==> config.mk <==
export PLATFORM = sky130hd
export DESIGN_NAME = mem_arbiter
export DESIGN_NICKNAME = d
export VERILOG_FILES = /design/src/rtl/mem_arbiter.sv
export SDC_FILE = /design/constraint.sdc
export NUM_CORES = 1
export LEC_CHECK = 0
export ABC_AREA = 1
export CORE_AREA = 2 2 94 96
export CTS_CLUSTER_SIZE = 8
export DETAILED_ROUTE_END_ITERATION = 10
export DIE_AREA = 0 0 96 98
export PLACE_DENSITY = 0.69
export SETUP_SLACK_MARGIN = 0.1
export SYNTH_ARGS = -nofsm -noshare
export SYNTH_HDL_FRONTEND = slang
export SYNTH_SLANG_ARGS = --single-unit
==> constraint.sdc <==
create_clock -name clk -period 2.1 [get_ports clk]
set_input_delay 0.525 -clock clk [delete_from_list [all_inputs] [get_ports clk]]
set_output_delay 0.525 -clock clk [all_outputs]
set_load 0.02 [all_outputs]
==> src/rtl/mem_arbiter.sv <==
// mem_arbiter: shares the single data-RAM port A between the CPU memory stage
// and a debug/loader host. A grant is issued in the same cycle as the request.
// Read data comes straight from the RAM one cycle later, qualified by a
// registered rvalid strobe. A small starvation counter hands priority to DBG
// after a run of contended CPU wins. A lock state gives DBG exclusive ownership
// for atomic multi-word sequences.
module mem_arbiter #(
    parameter int ADDR_WIDTH    = 9,
    parameter int DATA_WIDTH    = 32,
    parameter int MAX_CPU_BURST = 4
) (
    input  logic                      clk,
    input  logic                      rst,
    // CPU memory stage
    input  logic                      cpu_req,
    input  logic [DATA_WIDTH/8-1:0]   cpu_we,
    input  logic [ADDR_WIDTH-1:0]     cpu_addr,
    input  logic [DATA_WIDTH-1:0]     cpu_wdata,
    output logic                      cpu_gnt,
    output logic                      cpu_rvalid,
    output logic [DATA_WIDTH-1:0]     cpu_rdata,
    // Debug / loader host
    input  logic                      dbg_req,
    input  logic [DATA_WIDTH/8-1:0]   dbg_we,
    input  logic [ADDR_WIDTH-1:0]     dbg_addr,
    input  logic [DATA_WIDTH-1:0]     dbg_wdata,
    input  logic                      dbg_lock,
    output logic                      dbg_gnt,
    output logic                      dbg_rvalid,
    output logic [DATA_WIDTH-1:0]     dbg_rdata,
    // RAM port A
    output logic [DATA_WIDTH/8-1:0]   ram_we,
    output logic [ADDR_WIDTH-1:0]     ram_addr,
    output logic [DATA_WIDTH-1:0]     ram_wdata,
    input  logic [DATA_WIDTH-1:0]     ram_rdata
);

    localparam int BE_WIDTH  = DATA_WIDTH / 8;
    localparam int CNT_WIDTH = $clog2(MAX_CPU_BURST) + 1;

    // Counter value at which the next contended CPU win hands priority to DBG.
    localparam logic [CNT_WIDTH-1:0] CNT_LAST = CNT_WIDTH'(MAX_CPU_BURST - 1);
    localparam logic [CNT_WIDTH-1:0] CNT_ZERO = {CNT_WIDTH{1'b0}};
    localparam logic [CNT_WIDTH-1:0] CNT_ONE  = CNT_WIDTH'(1);
    localparam logic [BE_WIDTH-1:0]  WE_NONE  = {BE_WIDTH{1'b0}};

    typedef enum logic [1:0] {
        CPU_PRI  = 2'b00,   // CPU wins contention
        DBG_PRI  = 2'b01,   // DBG wins contention
        DBG_LOCK = 2'b10    // only DBG may be granted
    } arb_state_e;

    arb_state_e            state_r;
    arb_state_e            state_next_s;
    logic [CNT_WIDTH-1:0]  cnt_r;
    logic [CNT_WIDTH-1:0]  cnt_next_s;

    logic                  cpu_gnt_s;
    logic                  dbg_gnt_s;
    logic                  contended_s;

    logic                  cpu_rvalid_r;
    logic                  dbg_rvalid_r;

    logic [BE_WIDTH-1:0]   ram_we_s;
    logic [ADDR_WIDTH-1:0] ram_addr_s;
    logic [DATA_WIDTH-1:0] ram_wdata_s;

    assign contended_s = cpu_req & dbg_req;

    // Grant decode: the current state picks the winner; reset blocks both requesters.
    always_comb begin
        cpu_gnt_s = 1'b0;
        dbg_gnt_s = 1'b0;
        if (rst) begin
            cpu_gnt_s = 1'b0;
            dbg_gnt_s = 1'b0;
        end else begin
            case (state_r)
                CPU_PRI: begin
                    cpu_gnt_s = cpu_req;
                    dbg_gnt_s = dbg_req & ~cpu_req;
                end
                DBG_PRI: begin
                    dbg_gnt_s = dbg_req;
                    cpu_gnt_s = cpu_req & ~dbg_req;
                end
                DBG_LOCK: begin
                    dbg_gnt_s = dbg_req;
                    cpu_gnt_s = 1'b0;
                end
                default: begin
                    cpu_gnt_s = 1'b0;
                    dbg_gnt_s = 1'b0;
                end
            endcase
        end
    end

    // Next-state and starvation-counter logic for the priority FSM.
    always_comb begin
        state_next_s = state_r;
        cnt_next_s   = cnt_r;

        // Any DBG grant, or DBG going idle, ends a starvation run. Otherwise
        // count contended CPU wins while the CPU holds priority.
        if (dbg_gnt_s || !dbg_req) begin
            cnt_next_s = CNT_ZERO;
        end else if ((state_r == CPU_PRI) && cpu_gnt_s && contended_s) begin
            cnt_next_s = cnt_r + CNT_ONE;
        end else begin
            cnt_next_s = cnt_r;
        end

        case (state_r)
            CPU_PRI: begin
                // Lock is entered only via a real DBG grant, so it can never
                // preempt a CPU grant already issued in this cycle.
                if (dbg_gnt_s && dbg_lock) begin
                    state_next_s = DBG_LOCK;
                end else if (cpu_gnt_s && contended_s && (cnt_r == CNT_LAST)) begin
                    state_next_s = DBG_PRI;
                end else begin
                    state_next_s = CPU_PRI;
                end
            end
            DBG_PRI: begin
                if (dbg_gnt_s && dbg_lock) begin
                    state_next_s = DBG_LOCK;
                end else if (dbg_gnt_s || !dbg_req) begin
                    state_next_s = CPU_PRI;
                end else begin
                    state_next_s = DBG_PRI;
                end
            end
            DBG_LOCK: begin
                // Release is sampled every cycle; a DBG grant in the release
                // cycle still goes through.
                if (!dbg_lock) begin
                    state_next_s = CPU_PRI;
                end else begin
                    state_next_s = DBG_LOCK;
                end
            end
            default: begin
                state_next_s = CPU_PRI;
            end
        endcase

        if (rst) begin
            state_next_s = CPU_PRI;
            cnt_next_s   = CNT_ZERO;
        end else begin
            state_next_s = state_next_s;
            cnt_next_s   = cnt_next_s;
        end
    end

    // FSM state and starvation counter registers.
    always_ff @(posedge clk) begin
        if (rst) begin
            state_r <= CPU_PRI;
            cnt_r   <= CNT_ZERO;
        end else begin
            state_r <= state_next_s;
            cnt_r   <= cnt_next_s;
        end
    end

    // Read-return strobes: a granted access with no byte enables is a read.
    always_ff @(posedge clk) begin
        if (rst) begin
            cpu_rvalid_r <= 1'b0;
            dbg_rvalid_r <= 1'b0;
        end else begin
            cpu_rvalid_r <= cpu_gnt_s & ~(|cpu_we);
            dbg_rvalid_r <= dbg_gnt_s & ~(|dbg_we);
        end
    end

    // RAM port mux: the winner drives the port. With no winner the port
    // performs a harmless read of the CPU address, so ram_we is only ever
    // nonzero behind a grant.
    always_comb begin
        ram_we_s    = WE_NONE;
        ram_addr_s  = cpu_addr;
        ram_wdata_s = cpu_wdata;
        if (dbg_gnt_s) begin
            ram_we_s    = dbg_we;
            ram_addr_s  = dbg_addr;
            ram_wdata_s = dbg_wdata;
        end else if (cpu_gnt_s) begin
            ram_we_s    = cpu_we;
            ram_addr_s  = cpu_addr;
            ram_wdata_s = cpu_wdata;
        end else begin
            ram_we_s    = WE_NONE;
            ram_addr_s  = cpu_addr;
            ram_wdata_s = cpu_wdata;
        end
    end

    assign cpu_gnt    = cpu_gnt_s;
    assign dbg_gnt    = dbg_gnt_s;
    assign cpu_rvalid = cpu_rvalid_r;
    assign dbg_rvalid = dbg_rvalid_r;
    // Both requesters see the RAM read bus; rvalid says whose data it is.
    assign cpu_rdata  = ram_rdata;
    assign dbg_rdata  = ram_rdata;
    assign ram_we     = ram_we_s;
    assign ram_addr   = ram_addr_s;
    assign ram_wdata  = ram_wdata_s;

endmodule

## Word-level counts from Yosys, hierarchy flattened

Cells that the tools add are included.

| word-level totals | value |
|---|---|
| bits of input ports | 127 |
| register bits | 7 |
| output and inout bits | 113 |
| logic and storage cells | 43 |

| cells by class | value |
|---|---|
| $add $sub $neg | 1 |
| equal/unequal tests | 3 |
| bitwise operators | 9 |
| muxes and demuxes | 14 |
| reduce and logical (&&, ||, !) cells | 12 |

Operators by type and width:

| operator | number |
|---|---|
| $mux 32 | 1 |
| $mux 9 | 1 |
| $mux 4 | 2 |
| $reduce_or 4->1 | 2 |
| $mux 2 | 3 |
| $pmux 2 s3 | 1 |
| $and 1x1->1 | 5 |
| $logic_and 1x1->1 | 5 |
| $mux 1 | 4 |
| $not 1->1 | 4 |
| $pmux 1 s2 | 2 |
| $reduce_or 2->1 | 2 |
| $add 3x1->3 const B | 1 |
| $eq 3x2->1 const B | 1 |
| $eq 2x1->1 const B | 1 |
| $eq 2x2->1 const B | 1 |
| $logic_not 2->1 | 1 |
| $logic_not 1->1 | 1 |
| $logic_or 1x1->1 | 1 |

## Depth between registers and ports, before layout

Gate-level depths: netlist (run 1).

| logic depth | value |
|---|---|
| depth in word-level cells | 9 |
| depth in mapped cells | 9 |
| depth with buffers taken out | 9 |

## Worst setup path after synthesis (run 1)

Ideal clock, no wire load.

| path | value |
|---|---|
| path type | reg-to-output |
| start point | register state_r[0] |
| end point | output port ram_we[0] |
| cell stages (with the launch flop) | 8 |
| data required time | 1575 ps |
| buffers on the path | 1 |
| setup slack | 215 ps |
| arrival | 1360 ps |
| cells stage by stage | dfxtp_1 inv_1 ha_1 inv_1 nand2_1 nand2_4 buf_6 o21ai_1 |

| between the ends | value |
|---|---|
| cells in the longest elaborated chain, start to end | 5 |
| elaborated cells between the ends (all ways) | 10 |
| classes of those cells | eq/ne: 2; mux: 6; reduce/logical: 2 |

Ends and longest elaborated chain:

| what | RTL line | text |
|---|---|---|
| from (decl) | 53 | `arb_state_e state_r;` |
| from (signal assigned) | 165 | `state_r <= state_next_s;` |
| $eq 2x1->1, or another cell as far along | 79 | `case (state_r)` |
| $pmux 1 s2 or $reduce_or 2->1 (tied branches) | n/a |  |
| $mux 1 or $pmux 1 s2 (tied branches) | 75, 79 |  |
| $mux 4 or $mux 1 (tied branches) | 192, 75 |  |
| $mux 4 * | 188 | `if (dbg_gnt_s) begin` |
| to (decl) | 32 | `output logic [DATA_WIDTH/8-1:0] ram_we,` |

Mark *: on every way between the ends. The rest lies on a longest branch, timed or not.

## Final worst setup path (run 1)

| path | value |
|---|---|
| start point | register state_r[0] |
| end point | output port ram_wdata[11] |

| between the ends | value |
|---|---|
| cells in the longest elaborated chain, start to end | 5 |
| elaborated cells between the ends (all ways) | 7 |
| classes of those cells | eq/ne: 2; mux: 3; reduce/logical: 2 |

Ends and longest elaborated chain:

| what | RTL line | text |
|---|---|---|
| $eq 2x2->1 or $eq 2x1->1 (tied branches) | 79 |  |
| $reduce_or 2->1 (no line) | n/a |  |
| $pmux 1 s2 * | 79 |  |
| $mux 1 * | 75 | `if (rst) begin` |
| $mux 32 * | 188 |  |
| to (decl) | 34 | `output logic [DATA_WIDTH-1:0] ram_wdata,` |

Marked as above.

==> results by group, run 1 <==
Outcome
  • Status: finished with violations
  • Violated checks: setup timing

Synth
  • Share of the synthesized area in the top cell type: 0.339
  • Yosys Warn Count: 0
  • Asr flop ratio synth: 0
  • Syn nets: 411
  • Unique cell type count in the Yosys netlist: 22
  • Synth area leader: nand2_1
  • Seq/Total Area, Yosys: 0.0898
  • Synth top area cells: nand2_1 (34%), buf_4 (31%), dfxtp_1 (9.0%)
  • Post-synth top flop: dfxtp_1
  • Syn_area_per_cell: 5.63 sq um
  • Cell count after synthesis: 277
  • Flops & latches, synth: 7
  • Mapped cell area: 1560 sq um
  • Post-synth EDFFs: 0

Final layout
  • Most common cell after layout, fill and taps aside: clkdlybuf4s50_1
  • Final net count: 531
  • Final std cells w/o fill: 504
  • Area grow syn2layout: 120%
  • Most frequent cells in the layout: clkdlybuf4s50_1 (93), nand2_1 (88), buf_6 (42)
  • N_diodes: 0
  • Fraction of layout cells with a size suffix above 1: 0.432
  • Fill cell count: 854

Worst setup path
  • Setup CP Type: flip-flop to output pin
  • Critical path data arrival time: 1750 ps
  • CP endpoint kind: output pin
  • CP required: 1570 ps
  • Largest fanout on the critical path: 6
  • Crit start category: flip-flop

Placement
  • I/O Buffers: 143
  • RePlAce Congestion: 0.789
  • DP Worst Slack: -811 ps
  • Dpl cells: 482
  • DP HPWL: 4570 microns

Clocking
  • Skew-Pair Late Insertion Delay: 230 ps
  • CTS clk-pin slew, worst paths: 40 ps
  • CTS tree: done
  • Max Buffers Root-to-Sink: 2
  • Clk sinks: 7
  • CTS Root Cell: clkbuf_8
  • CTS H-tree lvls: 1
  • Cts bufs inserted: 3

Timing
  • Final setup fails: 45
  • WHS: 486 ps
  • Normalized max-slew margin: 0.803
  • Tmin final: 2280 ps
  • Period utilisation layout: 1.08
  • Fmax: 0.439 GHz
  • Final hold vios: 0
  • Skew final: 0.352 ps
  • Slew @ Worst Pin: 292 ps
  • Setup TNS: -4470 ps
  • Final worst setup slack: -178 ps
  • RSZ-0062 raised after global routing: yes
  • Slew Viols, Final: 0

Floorplanning
  • CORE AREA: 8470 sq um
  • Site Rows: 34
  • Die area: 9410 sq um
  • IO Pins: 240
  • Die W: 96 microns
  • Initial Utilization: 0.184
  • DIE HEIGHT: 98 microns

Detailed routing
  • DRT Wirelength: 6910 microns
  • DR vias: 2063
  • DRC viols: 0
  • Remaining antenna violation count: 0
  • Post-DR wirelength/cell: 13.7 microns
  • Router iterations before antenna repair: 4
  • 1st-iter DRT viols: 28
  • Vias per Instance: 4.09

GRT
  • First-pass GRT wire length: 9770 microns
  • Vias in the first global route: 2052
  • Initial antenna violation count: 0
  • GRT Util Overall: 0.134
  • Grt total ovfl: 0
  • Largest net degree at the start of global routing: 19

Power
  • PD cells: 295 nW/um^2
  • Power, Total: 1020 uW
  • Worst IR Drop VDD: 0.206 mV
  • Leakage: 0.00171 uW

Worst hold path
  • Min-Delay Path Class: flip-flop to flip-flop

Run
  • Max-cap violation count: 0
-- power by group --
group	total, uW	leakage, uW	internal [uW]	switching (uW)
Sequential	134	0.0000581	133	1.15
Combinational	690	0.00163	392	298
Clock	191	0.0000228	131	59.6
Total	1020	0.00171	656	359
-- repair_timing --
item / CTS / global route
endpoints found under the setup margin: 47 / 47
gates cloned: 3 / 1
pin swaps: 25 / 17
buffers inserted: 16 / 2
hold buffers: 0 / 0
resized for setup: 353 / 40
-- registers in the layout (all words and copies together), names as in the netlist --
name	cells
cnt_r	3
cpu_rvalid	1
dbg_rvalid	1
state_r	2
-- cells by family after synthesis --
| family | synth area share |
|---|---|
| AND/OR/NAND/NOR | 0.427 |
| buffers and inverters | 0.402 |
| AO/OA/AOI/OAI | 0.0257 |
| adder cells (fa/ha/maj) | 0.0561 |
| flip-flops | 0.0898 |
-- cell type report --
class / count / area, sq um / share of cell area
multi-input combinational: 180 / 1100 / 0.319
timing repair inverter: 1 / 11.3 / 0.00328
timing repair buffer: 188 / 1930 / 0.560
tap: 108 / 135 / 0.0393
sequential: 7 / 148 / 0.0429
clock buffer: 4 / 45.0 / 0.0131
inverter: 16 / 77.6 / 0.0226
-- path summary, 6_finish.rpt --
kind                         startpoint                    end  slack, ps  depth (start not counted)
hold / removal    cnt_r[1]$_SDFFE_PP0P_  cnt_r[1]$_SDFFE_PP0P_        490                          2
hold reg to reg   cnt_r[1]$_SDFFE_PP0P_  cnt_r[1]$_SDFFE_PP0P_        490                          2
setup / recovery  state_r[0]$_SDFF_PP0_          ram_wdata[11]       -180                         12
setup reg to reg  state_r[0]$_SDFF_PP0_  state_r[1]$_SDFF_PP0_        440                         11
-- cells in the mapped netlist, types with 2 or more instances --
cell	instances
ha_1	7
nor2_1	10
buf_2	4
dfxtp_1	7
o21ai_1	2
buf_4	65
a21oi_1	2
nand3_1	9
buf_6	5
nand2_1	141
inv_1	14
-- critical path, stage by stage (launching register included) --
cell and delay [ps]:
dfxtp_4 360, inv_4 50, ha_4 260, inv_2 30, nand2_2 70, nand2_4 70, buf_8 150, inv_12 80
buf_6 100, buf_6 110, nand2_1 50, nand2_1 70, buf_6 120
-- per-stage QoR --
stage | utilization | instance area (sq um)
2_1_floorplan | - | 1560
3_3_place_gp | 0.330 | 2800
3_5_place_dp | 0.330 | 2800
4_1_cts | 0.391 | 3310
5_1_grt | 0.406 | 3440
6_report | 0.406 | 3440
-- routing by layer --
layer | track usage | vias to the layer above | share of wire | wire (microns)
li1 | - | 1005 | - | -
met5 | 0 | - | 0 | 0
met1 | 0.139 | 925 | 0.37 | 2550
met3 | 0.0216 | 37 | 0.078 | 537
met4 | 0.0703 | 0 | 0.036 | 252
met2 | 0.249 | 96 | 0.52 | 3570
No activity file was read; power rests on OpenSTA's default activity.
==> run 2: changes to the inputs <==
Settings changed: CORE_AREA 2 2 94 96 to 2 2 92 94, DIE_AREA 0 0 96 98 to 0 0 94 96, PLACE_DENSITY 0.69 to 0.72.
Clock period 2.1 ns to 2.7 ns, I/O delays scaled along.
==> run 2 against run 1 <==
- the flow now finishes without violations
- register-to-register slack improved by 670 ps
- final cell count decreased by 5.8%
- worst setup slack better by 310 ps
- via count decreased by 7.8%
- die area is 4.1% lower
- highest routed layer unchanged
==> results by group, run 2 (synthesized netlist as in run 1, its figures left out) <==
Outcome
  • Status: completed (was finished with violations)

Worst setup path
  • CP max-delay cell: bufbuf_16 (was dfxtp_4)
  • CP endpoint kind: output pin (unchanged)
  • CP required: 2030 ps (was 1570 ps)
  • Critical path data arrival time: 1890 ps (was 1750 ps)
  • Crit start category: primary input (was flip-flop)
  • Beginning of the critical path: rst (was state_r[0]$_SDFF_PP0_)
  • R2r startpoint: state_r[0]$_SDFF_PP0_ (unchanged)
  • Worst path max stage delay: 260 ps (was 360 ps)
  • Largest fanout on the critical path: 8 (was 6)
  • Setup CP Type: primary input to output pin (was flip-flop to output pin)
  • CP cell instances: dlygate4sd2_1, inv_2, nand2_4, nor2_4, nand2_4, buf_12, bufbuf_16, nand2_2, nand2_2, buf_6 (was inv_4, ha_4, inv_2, nand2_2, nand2_4, buf_8, inv_12, buf_6, buf_6, nand2_1, nand2_1, buf_6)

Clocking
  • Max Buffers Root-to-Sink: 2 (unchanged)
  • CTS H-tree lvls: 1 (unchanged)
  • Skew-Pair Late Insertion Delay: 230 ps (about the same)
  • CTS Root Cell: clkbuf_8 (unchanged)
  • Post-CTS Hold Buffers: 0 (unchanged)
  • CTS clk-pin slew, worst paths: 40 ps (about the same)
  • CTS tree: done (unchanged)
  • Cts bufs inserted: 3 (unchanged)
  • Clk sinks: 7 (unchanged)

Final layout
  • Final core utilization: 0.357 (was 0.406)
  • Fraction of layout cells with a size suffix above 1: 0.262 (was 0.432)
  • N_diodes: 0 (unchanged)
  • Most frequent cells in the layout: nand2_1 (125), clkdlybuf4s50_1 (93), buf_4 (23) (was clkdlybuf4s50_1 (93), nand2_1 (88), buf_6 (42))
  • Fill cell count: 841 (was 854)
  • Max FFs per register: 3 (unchanged)
  • Most flops, register: cnt_r (unchanged)
  • Top flop regs: cnt_r x3, state_r x2 (unchanged)
  • Most common cell after layout, fill and taps aside: nand2_1 (was clkdlybuf4s50_1)
  • Area grow syn2layout: 84.3% (was 120%)
  • Final net count: 505 (was 531)

Power
  • Leakage: 0.00144 uW (was 0.00171 uW)
  • Worst IR Drop VDD: 0.124 mV (was 0.206 mV)
  • PD cells: 245 nW/um^2 (was 295 nW/um^2)

Timing
  • RSZ-0062 raised after global routing: yes (unchanged)
  • Normalized max-slew margin: 0.807 (was 0.803)
  • Final worst setup slack: 132 ps (was -178 ps)
  • Tmin final: 2570 ps
  • Final hold vios: 0 (unchanged)
  • Slew @ Worst Pin: 286 ps (was 292 ps)
  • Slew Viols, Final: 0 (unchanged)
  • Fmax: 0.389 GHz
  • Final setup fails: 0 (was 45)
  • Skew final: 1.80 ps (was 0.352 ps)
  • Period utilisation layout: 0.951

GRT
  • Largest net degree at the start of global routing: 19 (unchanged)
  • Grt total ovfl: 0 (unchanged)
  • Vias in the first global route: 1794 (was 2052)
  • First-pass GRT wire length: 8230 microns (was 9770 microns)
  • GRT Util Overall: 0.114 (was 0.134)
  • Initial antenna violation count: 0 (unchanged)

Detailed routing
  • DRT met1 WL: 2070 microns (was 2550 microns)
  • DR vias: 1903 (was 2063)
  • WL met2: 3110 microns (was 3570 microns)
  • Max layer used: met4 (unchanged)
  • Post-DR wirelength/cell: 12.4 microns (was 13.7 microns)
  • Vias per Instance: 4.01 (was 4.09)
  • DRT Wirelength: 5890 microns (was 6910 microns)
  • Router iterations before antenna repair: 4 (unchanged)
  • Met3 wire length: 582 microns (was 537 microns)
  • Remaining antenna violation count: 0 (unchanged)
  • 1st-iter DRT viols: 35 (was 28)
  • DRC viols: 0 (unchanged)

Floorplanning
  • IO Pins: 240 (unchanged)
  • Site Rows: 33 (was 34)
  • Die area: 9020 sq um (was 9410 sq um)
  • Initial Utilization: 0.194 (was 0.184)
  • DIE HEIGHT: 96 microns (was 98 microns)
  • CORE AREA: 8050 sq um (was 8470 sq um)
  • Die W: 94 microns (was 96 microns)

Placement
  • DP Worst Slack: -440 ps (was -811 ps)
  • RePlAce Congestion: 0.725 (was 0.789)
  • I/O Buffers: 143 (unchanged)
  • DP HPWL: 4370 microns (was 4570 microns)

Run
  • Max-cap violation count: 0 (unchanged)

Worst hold path
  • Min-Delay Path Class: flip-flop to flip-flop (unchanged)
  • Hold_sp: cnt_r[1]$_SDFFE_PP0P_ (unchanged)
==> run 2: cell types whose count changed in the layout (fill, tap and decap cells not counted), sizes merged <==
cell           before  now
clkdlybuf4s15       2    0
dlygate4sd2         2    3
inv                17   15
buf                90   65
clkinv              0    1
bufbuf              0    1
==> run 2: path summary, 6_finish.rpt <==
kind	to	slack, ps	cells past startpoint
max reg2reg	cnt_r[1]$_SDFFE_PP0P_	1110	9
max	ram_wdata[23]	130	10
min reg2reg	cnt_r[1]$_SDFFE_PP0P_	480	2
min	cnt_r[1]$_SDFFE_PP0P_	480	2
==> run 2: area by class of cell <==
type                    instances  area [sq um]  share of cell area
repair buffers                163          1640               0.569
multi-input cells             180           847               0.295
flip-flops and latches          7           143              0.0496
well taps                     105           131              0.0457
inverters                      16          72.6              0.0252
clock buffers                   4          45.0              0.0157
==> run 2: where the power goes <==
| group | internal, uW | switching (uW) | leakage (uW) |
|---|---|---|---|
| registers | 105 | 0.756 | 0.0000575 |
| logic | 257 | 193 | 0.00136 |
| clock network | 102 | 45.2 | 0.0000228 |
==> run 2: timing repair <==
| action | in CTS | in global routing |
|---|---|---|
| endpoints found under the setup margin | 47 | 45 |
| buffers inserted | 7 | 1 |
| endpoints found under the hold margin | 0 | 0 |
| pin swaps | 5 | 5 |
| gates resized for setup | 220 | 49 |
| gates cloned | 3 | 1 |
==> run 2: layer usage <==
layer,global-route usage,vias to the layer above
met2,0.220,104
met3,0.0329,26
li1,-,954
met1,0.115,819
met5,0,-
met4,0.0423,0
==> run 2: per-stage QoR <==
| step | std cells | total power, uW | setup TNS [ps] | cell area, sq um | hold WS, ps |
|---|---|---|---|---|---|
| finish | 475 | 703 | 0 | 2880 | 475 |
| global route | 475 | 745 | 0 | 2880 | 502 |
| CTS | 474 | 681 | 0 | 2740 | 478 |
| global placement | 460 | 532 | -17930 | 2680 | 456 |
| detailed placement | 460 | 535 | -18910 | 2680 | 471 |
| floorplan | 277 | 406 | 0 | 1560 | 449 |
==> run 2: worst max-delay path, delay by kind of cell <==
family                 cells  cell delay [ps]
buffers and inverters      5              840
AND/OR/NAND/NOR            5              360
==> run 3: changes to the inputs <==
Settings changed: SETUP_SLACK_MARGIN 0.1 to default.
==> run 3 against run 2 <==
- routed wire length up 2.8%
- sequential power about the same
- non-clock buffer count down 4
- power is 2.5% lower
- global-route usage fell by 1.2 points
- flip-flop and latch count did not move
- clock power about the same
- critical path type is now flip-flop to output pin
- largest cell class unchanged
==> results by group, run 3 (synthesized netlist as in run 1, its figures left out) <==
Outcome
  • Status: completed (unchanged)

GRT
  • Largest net degree at the start of global routing: 34 (was 19)
  • Vias in the first global route: 1687 (was 1794)
  • GRT Util Overall: 0.102 (was 0.114)
  • First-pass GRT wire length: 7490 microns (was 8230 microns)
  • Grt total ovfl: 0 (unchanged)
  • Initial antenna violation count: 0 (unchanged)

Worst setup path
  • Worst reg-to-reg path cell count: 8 (was 9)
  • Setup CP Type: flip-flop to output pin (was primary input to output pin)
  • Critical path data arrival time: 1850 ps (was 1890 ps)
  • Crit start category: flip-flop (was primary input)
  • Largest fanout on the critical path: 8 (unchanged)
  • R2r startpoint: state_r[0]$_SDFF_PP0_ (unchanged)
  • Beginning of the critical path: state_r[0]$_SDFF_PP0_ (was rst)
  • CP required: 2030 ps (about the same)
  • FF-to-FF End: cnt_r[1]$_SDFFE_PP0P_ (unchanged)
  • R2R Setup Slk: 1110 ps (about the same)
  • Setup crit end: ram_wdata[27] (was ram_wdata[23])
  • CP endpoint kind: output pin (unchanged)

Final layout
  • Most frequent cells in the layout: nand2_1 (139), clkdlybuf4s50_1 (93), buf_4 (36) (was nand2_1 (125), clkdlybuf4s50_1 (93), buf_4 (23))
  • Max FFs per register: 3 (unchanged)
  • Final Cell Area: 2800 sq um (was 2880 sq um)
  • Most flops, register: cnt_r (unchanged)
  • N_diodes: 0 (unchanged)
  • Fraction of layout cells with a size suffix above 1: 0.210 (was 0.262)
  • Final net count: 501 (was 505)
  • Fill cell count: 881 (was 841)
  • Area grow syn2layout: 79.3% (was 84.3%)
  • Top flop regs: cnt_r x3, state_r x2 (unchanged)
  • Most common cell after layout, fill and taps aside: nand2_1 (unchanged)

Detailed routing
  • Post-DR wirelength/cell: 12.9 microns (was 12.4 microns)
  • DRT Wirelength: 6060 microns (was 5890 microns)
  • Router iterations before antenna repair: 4 (unchanged)
  • Remaining antenna violation count: 0 (unchanged)
  • DRC viols: 0 (unchanged)
  • DR vias: 1885 (was 1903)
  • Vias per Instance: 4.00 (was 4.01)
  • 1st-iter DRT viols: 26 (was 35)

Clocking
  • Max Buffers Root-to-Sink: 2 (unchanged)
  • Postcts setup bufs: 0 (was 7)
  • Skew-Pair Late Insertion Delay: 230 ps (about the same)
  • CTS Root Cell: clkbuf_8 (unchanged)
  • Clk sinks: 7 (unchanged)
  • CTS tree: done (unchanged)
  • Post-CTS Hold Buffers: 0 (unchanged)
  • CTS clk-pin slew, worst paths: 40 ps (about the same)
  • Cts bufs inserted: 3 (unchanged)
  • CTS H-tree lvls: 1 (unchanged)

Floorplanning
  • Die W: 94 microns (unchanged)
  • Initial Utilization: 0.194 (unchanged)
  • Die area: 9020 sq um (unchanged)
  • IO Pins: 240 (unchanged)
  • DIE HEIGHT: 96 microns (unchanged)
  • Site Rows: 33 (unchanged)
  • CORE AREA: 8050 sq um (unchanged)

Timing
  • Final setup fails: 0 (unchanged)
  • Fmax: 0.395 GHz (was 0.389 GHz)
  • RSZ-0062 raised after global routing: no (was yes)
  • Tmin final: 2530 ps (was 2570 ps)
  • Slew Viols, Final: 0 (unchanged)
  • Final worst setup slack: 170 ps (was 132 ps)
  • Final hold vios: 0 (unchanged)
  • Setup TNS: 0 ps (unchanged)
  • Normalized max-slew margin: 0.794 (was 0.807)
  • Slew @ Worst Pin: 306 ps (was 286 ps)
  • Period utilisation layout: 0.937 (was 0.951)
  • Skew final: 2.82 ps (was 1.80 ps)

Placement
  • I/O Buffers: 143 (unchanged)
  • DP Area: 2680 sq um (unchanged)
  • RePlAce Congestion: 0.725 (unchanged)
  • DP HPWL: 4370 microns (unchanged)
  • DP Worst Slack: -440 ps (unchanged)

Worst hold path
  • Min-Delay Path Class: flip-flop to flip-flop (unchanged)
  • Hold_sp: cnt_r[1]$_SDFFE_PP0P_ (unchanged)

Power
  • PD cells: 245 nW/um^2 (about the same)
  • Worst IR Drop VDD: 0.124 mV (about the same)
  • Leakage: 0.00141 uW (was 0.00144 uW)

Run
  • Max-cap violation count: 0 (unchanged)
## run 3: cell type report
class | instances | area [sq um] | area share
Multi-Input combinational cell | 180 | 821 | 0.293
Tap cell | 105 | 131 | 0.0470
Inverter | 16 | 72.6 | 0.0259
Sequential cell | 7 | 140 | 0.0501
Timing Repair Buffer | 159 | 1590 | 0.568
Clock buffer | 4 | 45.0 | 0.0161
## run 3: how the worst min path moves through the flow
stage                                  to  slack, ps  depth (start not counted)
floorplan           cnt_r[1]$_SDFFE_PP0P_        450                          2
global placement    cnt_r[1]$_SDFFE_PP0P_        460                          2
detailed placement  cnt_r[1]$_SDFFE_PP0P_        470                          2
CTS                 cnt_r[1]$_SDFFE_PP0P_        480                          2
global route        cnt_r[1]$_SDFFE_PP0P_        500                          2
finish              cnt_r[1]$_SDFFE_PP0P_        470                          2
## run 3: through the flow
| stage | cells | total power [uW] | util | hold WS, ps |
|---|---|---|---|---|
| 2_1_floorplan | 277 | 406 | - | 449 |
| 3_3_place_gp | 460 | 532 | 0.332 | 456 |
| 3_5_place_dp | 460 | 535 | 0.332 | 471 |
| 4_1_cts | 464 | 638 | 0.311 | 478 |
| 5_1_grt | 471 | 726 | 0.347 | 502 |
| 6_report | 471 | 685 | 0.347 | 472 |
## run 3: power by group
group	internal [uW]	leakage [uW]	total, uW	switching, uW
Combinational	242	0.00133	430	188
Clock	102	0.0000228	149	46.9
Sequential	105	0.0000565	106	0.787
Total	450	0.00141	685	236
## run 3: routing by layer
metal,wire [microns],vias up,GRT usage
met1,2220,806,0.105
met2,3110,102,0.187
met4,148,0,0.0471
met3,585,28,0.0321
met5,0,-,0
li1,-,949,-
## run 3: timing repair
item / in CTS / in global routing
endpoints found under the setup margin: 47 / 47
cloned: 0 / 7
gates resized for setup: 189 / 48
pin swaps: 0 / 4
## run 3: critical path, stage by stage, from the launching register on
cell and delay (ps):
dfxtp_1 370, inv_1 90, ha_1 320, inv_1 70, nand2_2 80, nand2_8 130, clkinv_8 110, clkbuf_16 170
nand2_1 70, nand2_1 50, buf_2 150
